[config.mk]
export PLATFORM = sky130hd
export DESIGN_NAME = cache_perf_monitor
export DESIGN_NICKNAME = d
export VERILOG_FILES = /design/src/rtl/cache_perf_monitor.sv
export SDC_FILE = /design/constraint.sdc
export NUM_CORES = 1
export LEC_CHECK = 0
export BUFFER_PORTS_ARGS = -buffer_cell sky130_fd_sc_hd__buf_2
export CORE_MARGIN = 8
export CORE_UTILIZATION = 39
export CTS_CLUSTER_DIAMETER = 40
export DETAILED_ROUTE_END_ITERATION = 8
export PLACE_DENSITY = 0.58
export SYNTH_ARGS = -nofsm -noshare
export SYNTH_HDL_FRONTEND = slang
export SYNTH_SLANG_ARGS = --single-unit
[constraint.sdc]
create_clock -name clk -period 3.3 [get_ports clk]
set_input_delay 0.99 -clock clk [delete_from_list [all_inputs] [get_ports clk]]
set_output_delay 0.99 -clock clk [all_outputs]
set_load 0.005 [all_outputs]
[src/rtl/cache_perf_monitor.sv]
// cache_perf_monitor
// Per-channel cache performance counters that survive synthesis. For each of
// NCH channels it counts processor accesses (valid and not stalled), miss
// transactions (rising edges of the cache-to-memory request) and memory-busy
// cycles (request high). It also keeps a global count of counted cycles.
// Every counter saturates. Counting can be cleared, and it freezes once
// finish is seen.
//
// Ports
//   clk, rst   : rising-edge clock, synchronous active-high reset
//   en         : counting enable
//   clr        : synchronous clear of all counters, sat flags and done
//   finish     : freeze request; done sets on the edge that samples it
//   acc_valid  : per-channel processor access request
//   acc_stall  : per-channel cache stall
//   mem_req    : per-channel cache-to-memory request
//   rd_sel     : channel selected for readout
//   rd_acc     : registered access count of the selected channel
//   rd_miss    : registered miss count of the selected channel
//   rd_busy    : registered memory-busy count of the selected channel
//                (all three read 0 when rd_sel >= NCH)
//   cycles     : global counted-cycle count
//   done       : counters frozen
//   sat        : per-channel sticky saturation flag
module cache_perf_monitor #(
    parameter int NCH   = 3,
    parameter int CNT_W = 32,
    parameter int SEL_W = 4
) (
    input  logic             clk,
    input  logic             rst,
    input  logic             en,
    input  logic             clr,
    input  logic             finish,
    input  logic [NCH-1:0]   acc_valid,
    input  logic [NCH-1:0]   acc_stall,
    input  logic [NCH-1:0]   mem_req,
    input  logic [SEL_W-1:0] rd_sel,
    output logic [CNT_W-1:0] rd_acc,
    output logic [CNT_W-1:0] rd_miss,
    output logic [CNT_W-1:0] rd_busy,
    output logic [CNT_W-1:0] cycles,
    output logic             done,
    output logic [NCH-1:0]   sat
);

    localparam logic [CNT_W-1:0] CNT_MAX = '1;

    logic [CNT_W-1:0] acc_q  [NCH];
    logic [CNT_W-1:0] acc_d  [NCH];
    logic [CNT_W-1:0] miss_q [NCH];
    logic [CNT_W-1:0] miss_d [NCH];
    logic [CNT_W-1:0] busy_q [NCH];
    logic [CNT_W-1:0] busy_d [NCH];
    logic [CNT_W-1:0] cycles_q, cycles_d;
    logic [CNT_W-1:0] rd_acc_q, rd_acc_d;
    logic [CNT_W-1:0] rd_miss_q, rd_miss_d;
    logic [CNT_W-1:0] rd_busy_q, rd_busy_d;
    logic [NCH-1:0]   req_q, req_d;
    logic [NCH-1:0]   sat_q, sat_d;
    logic             done_q, done_d;

    logic             active;
    logic [NCH-1:0]   acc_ev, miss_ev, busy_ev;

    // Saturating increment: a counter at its maximum holds.
    function automatic logic [CNT_W-1:0] sat_inc(input logic [CNT_W-1:0] v,
                                                 input logic ev);
        if (ev && (v != CNT_MAX))
            return v + CNT_W'(1);
        return v;
    endfunction

    // True when an event hits a counter that is already pinned at its maximum.
    function automatic logic sat_hit(input logic [CNT_W-1:0] v, input logic ev);
        return ev && (v == CNT_MAX);
    endfunction

    assign active  = en & ~done_q;
    assign acc_ev  = acc_valid & ~acc_stall;
    // req_q tracks mem_req unconditionally, so a request that is already high
    // when counting starts or resumes does not register as a new miss.
    assign miss_ev = mem_req & ~req_q;
    assign busy_ev = mem_req;

    always_comb begin
        acc_d    = acc_q;
        miss_d   = miss_q;
        busy_d   = busy_q;
        cycles_d = cycles_q;
        sat_d    = sat_q;
        done_d   = done_q;
        req_d    = mem_req;

        if (clr) begin
            // Clear wins over counting and over finish on the same edge.
            for (int i = 0; i < NCH; i++) begin
                acc_d[i]  = '0;
                miss_d[i] = '0;
                busy_d[i] = '0;
            end
            cycles_d = '0;
            sat_d    = '0;
            done_d   = 1'b0;
        end else begin
            if (finish && !done_q)
                done_d = 1'b1;
            // active uses the old done, so events on the finish edge still count.
            if (active) begin
                cycles_d = sat_inc(cycles_q, 1'b1);
                for (int i = 0; i < NCH; i++) begin
                    acc_d[i]  = sat_inc(acc_q[i],  acc_ev[i]);
                    miss_d[i] = sat_inc(miss_q[i], miss_ev[i]);
                    busy_d[i] = sat_inc(busy_q[i], busy_ev[i]);
                    if (sat_hit(acc_q[i], acc_ev[i]) || sat_hit(miss_q[i], miss_ev[i]) ||
                        sat_hit(busy_q[i], busy_ev[i]))
                        sat_d[i] = 1'b1;
                end
            end
        end
    end

    // Readout mux; any select outside 0..NCH-1 leaves the outputs at zero.
    always_comb begin
        rd_acc_d  = '0;
        rd_miss_d = '0;
        rd_busy_d = '0;
        for (int i = 0; i < NCH; i++) begin
            if (rd_sel == SEL_W'(i)) begin
                rd_acc_d  = acc_q[i];
                rd_miss_d = miss_q[i];
                rd_busy_d = busy_q[i];
            end
        end
    end

    always_ff @(posedge clk) begin
        if (rst) begin
            for (int i = 0; i < NCH; i++) begin
                acc_q[i]  <= '0;
                miss_q[i] <= '0;
                busy_q[i] <= '0;
            end
            cycles_q  <= '0;
            rd_acc_q  <= '0;
            rd_miss_q <= '0;
            rd_busy_q <= '0;
            req_q     <= '0;
            sat_q     <= '0;
            done_q    <= 1'b0;
        end else begin
            acc_q     <= acc_d;
            miss_q    <= miss_d;
            busy_q    <= busy_d;
            cycles_q  <= cycles_d;
            rd_acc_q  <= rd_acc_d;
            rd_miss_q <= rd_miss_d;
            rd_busy_q <= rd_busy_d;
            req_q     <= req_d;
            sat_q     <= sat_d;
            done_q    <= done_d;
        end
    end

    assign rd_acc  = rd_acc_q;
    assign rd_miss = rd_miss_q;
    assign rd_busy = rd_busy_q;
    assign cycles  = cycles_q;
    assign done    = done_q;
    assign sat     = sat_q;

endmodule

Yosys cells after proc, flatten, opt, wreduce, memory -nomap -nowiden
Index checks and enable logic that the tools add are counted.
W data, S select, Z words.
{"block": "totals", "reg_bits": 423, "elab_cells": 145, "out_inout_bits": 132}
{"block": "op_classes", "eq_ne": 21, "muxes": 49, "bitwise_logic": 6, "n_reduce_logical": 41, "addsub": 10}
{"cell": "$mux W32", "n": 19}
{"cell": "$add A32 B1 Y32 const B", "n": 10}
{"cell": "$ne A32 B32 Y1 const B", "n": 10}
{"cell": "$eq A32 B32 Y1 const B", "n": 9}
{"cell": "$mux W1", "n": 30}
{"cell": "$reduce_and A2 Y1", "n": 13}
{"cell": "$logic_and A1 B1 Y1", "n": 19}
{"cell": "$and A3 B3 Y3", "n": 2}
{"cell": "$logic_or A1 B1 Y1", "n": 6}
{"cell": "$not A3 Y3", "n": 2}
{"cell": "$eq A4 B1 Y1 const B", "n": 1}
{"cell": "$eq A4 B2 Y1 const B", "n": 1}
{"cell": "$logic_not A4 Y1", "n": 1}
{"cell": "$reduce_or A2 Y1", "n": 1}
{"cell": "$and A1 B1 Y1", "n": 1}
{"cell": "$logic_not A1 Y1", "n": 1}
{"cell": "$not A1 Y1", "n": 1}

Depth between registers and ports, before layout
{"block": "logic_depth", "word_depth": 7, "ltp_mapped": 9, "mapped_depth_nobuf": 6}

Least setup slack after synthesis
OpenSTA, ideal clock, no wires.
{"block": "synth_path", "path_type": "in2reg", "start": "input port mem_req[0]", "end": "register miss_q[94] (netlist bit)", "slack_ns": 0.469, "required_ns": 3.229, "setup_time_ns": 0.071, "arrival_time_ns": 2.760, "path_stages": 6, "cell_sequence": "nand3b_1 > or4_4 > or4_1 > buf_6 > or3_1 > a21oi_1"}
{"block": "synth_between", "elab_chain_cells": 6}
{"item": "start, declared", "line_no": "37", "rtl": "input logic [NCH-1:0] mem_req,"}
{"item": "$and A3 B3 Y3", "line_no": "83", "rtl": "assign miss_ev = mem_req & ~req_q;"}
{"item": "$logic_and A1 B1 Y1", "line_no": "69", "rtl": "if (ev && (v != CNT_MAX))"}
{"item": "$mux W1", "line_no": "69"}
{"item": "$mux W1", "line_no": "109", "rtl": "if (active) begin"}
{"item": "$mux W1", "line_no": "95", "rtl": "if (clr) begin"}
{"item": "$reduce_and A2 Y1 (no source line)"}
{"item": "end signal, assigned", "line_no": "153", "rtl": "miss_q <= miss_d;"}
{"item": "end, declared", "line_no": "51", "rtl": "logic [CNT_W-1:0] miss_q [NCH];"}
Every way passes these cells. The select of a mux whose other input is x is not followed.
A chain may end at the register's enable or synchronous reset.

Worst setup path in the final report
{"block": "layout_path", "start": "register miss_q[85] (netlist bit)", "end": "register miss_q[65] (netlist bit)"}
{"block": "layout_between", "elab_chain_cells": 6}
{"item": "$ne A32 B32 Y1", "line_no": "69"}
{"item": "$logic_and A1 B1 Y1", "line_no": "69"}
{"item": "$mux W1", "line_no": "69"}
{"item": "$mux W1", "line_no": "109"}
{"item": "$mux W1", "line_no": "95"}
{"item": "$reduce_and A2 Y1 (no source line)"}
Every way passes these cells. The select of a mux whose other input is x is not followed.

==> flow_summary.toml <==
[run_status]
status = "completed"

[power_and_ir_drop]
p_total_uw = 13800
p_leak_uw = 0.00811
vdd_drop_max_mv = 0.336
switching_power_uw = 3270
power.density_nw_per_um2 = 553
p_clk_share_pct = 59.5
pwr-share-comb_pct = 3.0
switching_share_pct = 23.8
internal-power_uw = 10500
pwr-share-seq_pct = 37.5

[synth]
synth_top_family_by_area = "simple AND/OR/NAND/NOR gates"
synth-edff-count = 0
synth-simple-area-share_pct = 29.2
synthesis.nets = 2564
synth_xor_area_share_pct = 2.62
synth_compound_area_share_pct = 20.6
synth_mux_area_share_pct = 1.52
synth_area_per_cell_um2 = 8.03
ys_seq_elements = 423
synth_ff_type = "dfxtp_1"
synth_fa_ha_area_share_pct = 0.614
synth_seq_area_share_pct = 41.6
synth_cell_type_count = 65
async_flop_share_pct = 0
syn-cell-area_um2 = 20400
synthCells = 2536
ys_warn_count = 0

[timing]
fin_tns_setup_ns = 0
period_share_pct = 83.7
hold_viol_final = 0
worstMarginPinSlew_ns = 0.923
fin_skew_ns = 0.0228
drv_slew = 0
setup_viol = 0
rsz0062_at_grt = "false"
max_slew_margin_pct = 37.9
period_needed_ns = 2.76
fmax_ghz = 0.362

[detailed_routing]
vias = 20300
ant_nets = 0
drt_first_iter_violations = 1572
firstDrtPassIters = 5
totalWireLength_mm = 64.0
avgRoutedWirePerCell_um = 18.6
vias_per_cell = 5.92
drc = 0

[clock_network]
cts_buffer_depth = 3
cts_buffers = 78
cts_htree_levels = 3
cts_sinks = 423
cts_tree = "yes"
worstSkewPairLatency_ns = 0.61
post_cts_buffers = 0
path_clk_slew_ns = 0.05
cts_hold_buf = 0
cts_resized = 0
clockRootBuffer = "clkbuf_16"

[worst_setup_path]
rr_endpoint = "miss_q[65]"
crit_path_end = "miss_q[65]"
cp.depth = 6
crit_buf_inv = 1
arrival_ns = 3.24
cp-end-kind = "flop"
critPathTopFamily = "simple AND/OR/NAND/NOR gates"
worstSetupStartpoint = "miss_q[85]"
rr_startpoint = "miss_q[85]"
critPathKind = "flop to flop"
slowest_stage = "o31ai_2"
max_stage_delay_ns = 0.74
reg2reg_depth = 6
worstPathCellList = "nand4_1, or4_1, o31ai_2, buf_4, mux2i_1, nor2_1"
cp_max_fo = 14
cp.required_ns = 3.78
r2r_slack_ns = 0.54
critPathLaunchType = "flop"

[cells_and_area]
final_nets = 2723
syn2layout_area_growth_pct = 22.1
diodes = 0
drive_gt1_share_pct = 15.3
final_common_cell = "dfxtp_1"
final_cell_mix = "423 x dfxtp_1, 261 x nand2_1, 216 x nor2_1"

[grt]
grt_overflow = 0
grt_first_pass_wirelength_mm = 102
grt_max_degree = 87
grt_pass1_vias = 19100
antenna_found_initial = 3
gr-usage-all-layers_pct = 20.5

[flow_run]
drv_cap = 0

[placed_design]
dp_hpwl_mm = 45.4
port-buffer-count = 149
gp_congestion = 0.882

[die]
die-area_um2 = 59800
num_rows = 83
die_w_um = 245
core_area_um2 = 51500
start_util_pct = 39.5
ios = 150
dieHeight_um = 245

[min_path]
hp-class = "flop to flop"
## kinds of logic after synthesis
family          Yosys count
compound gates          689
simple gates           1124
flops                   423
mux                      31
fa+ha+maj                10
xor+xnor                 61
buf+inv                 198
## state kept, by name, indices dropped and copies added, names as in the netlist
register,count
acc_q,96
busy_q,96
miss_q,96
cycles,32
rd_acc,32
rd_busy,32
rd_miss,32
req_q,3
sat,3
done,1
## worst reg2reg max path, delay by kind of cell (launching register included)
kind | cells | cell delay [ns]
flip-flops | 1 | 0.44
buffers and inverters | 1 | 0.32
multiplexers | 1 | 0.19
AND/OR/NAND/NOR | 3 | 0.94
AO/OA/AOI/OAI | 1 | 0.74
## layout make-up
| cell class | count | area (µm²) |
|---|---|---|
| clock inverter | 50 | 557 |
| sequential | 423 | 8470 |
| fill | 4994 | 26600 |
| tap | 680 | 851 |
| multi-input combinational | 1915 | 11200 |
| inverter | 42 | 158 |
| timing repair buffer | 235 | 1490 |
| clock buffer | 94 | 2160 |
## power by group through the flow
stage          Combinational (µW)  Sequential, µW  Clock [µW]
4_1_cts                       415            5150        8330
2_1_floorplan                 226            5260           0
5_1_grt                       450            5150        8580
6_report                      416            5160        8190
3_3_place_gp                  410            5260           0
3_5_place_dp                  414            5260           0
## synth_stat cells, types with 31 or more instances
library cell	count	area share, %
mux2i_1	31	1.5
and4_1	32	1.4
xnor2_1	42	1.8
inv_1	42	0.77
o31ai_1	75	2.8
a211oi_1	106	3.9
a21oi_1	198	4.9
o21ai_0	215	5.3
nand4_1	95	2.9
or3_1	142	4.4
nor4_1	49	1.5
dfxtp_1	423	42
clkbuf_1	139	2.6
nand3_1	122	3.0
nor2_1	217	4.0
nand2_1	262	4.8
or4_1	86	3.2
## routing by layer
metal | track usage (%) | vias to the layer above | part of all wire, %
met4 | 7.15 | 2 | 3.0
li1 | - | 9867 | -
met3 | 4.21 | 126 | 6.6
met1 | 27.5 | 9768 | 45
met2 | 32.6 | 585 | 45
met5 | 0 | - | 0.019
## how the worst min path moves through the flow
stage	startpoint	to	slack (ns)	cells after the start
after CTS	busy_q[5]	busy_q[5]	0.49	2
after global routing	acc_q[79]	acc_q[79]	0.51	2
final	cycles[7]	cycles[7]	0.49	2
after detailed placement	busy_q[87]	busy_q[87]	0.48	2
after global placement	busy_q[87]	busy_q[87]	0.47	2
after floorplan	acc_q[79]	acc_q[79]	0.45	2
## per-stage QoR
stage / cells / hold WS, ns / cell area [µm²] / worst slack, ns / utilization, %
after floorplan: 2536 / 0.449 / 20400 / 0.469 / -
after global placement: 3295 / 0.469 / 22200 / 0.153 / 43.0
after detailed placement: 3295 / 0.478 / 22200 / 0.122 / 43.0
after CTS: 3439 / 0.486 / 24900 / 0.336 / 48.3
after global routing: 3439 / 0.514 / 24900 / 0.355 / 48.3
final: 3439 / 0.490 / 24900 / 0.537 / 48.3
No activity file was read; power rests on OpenSTA's default activity.
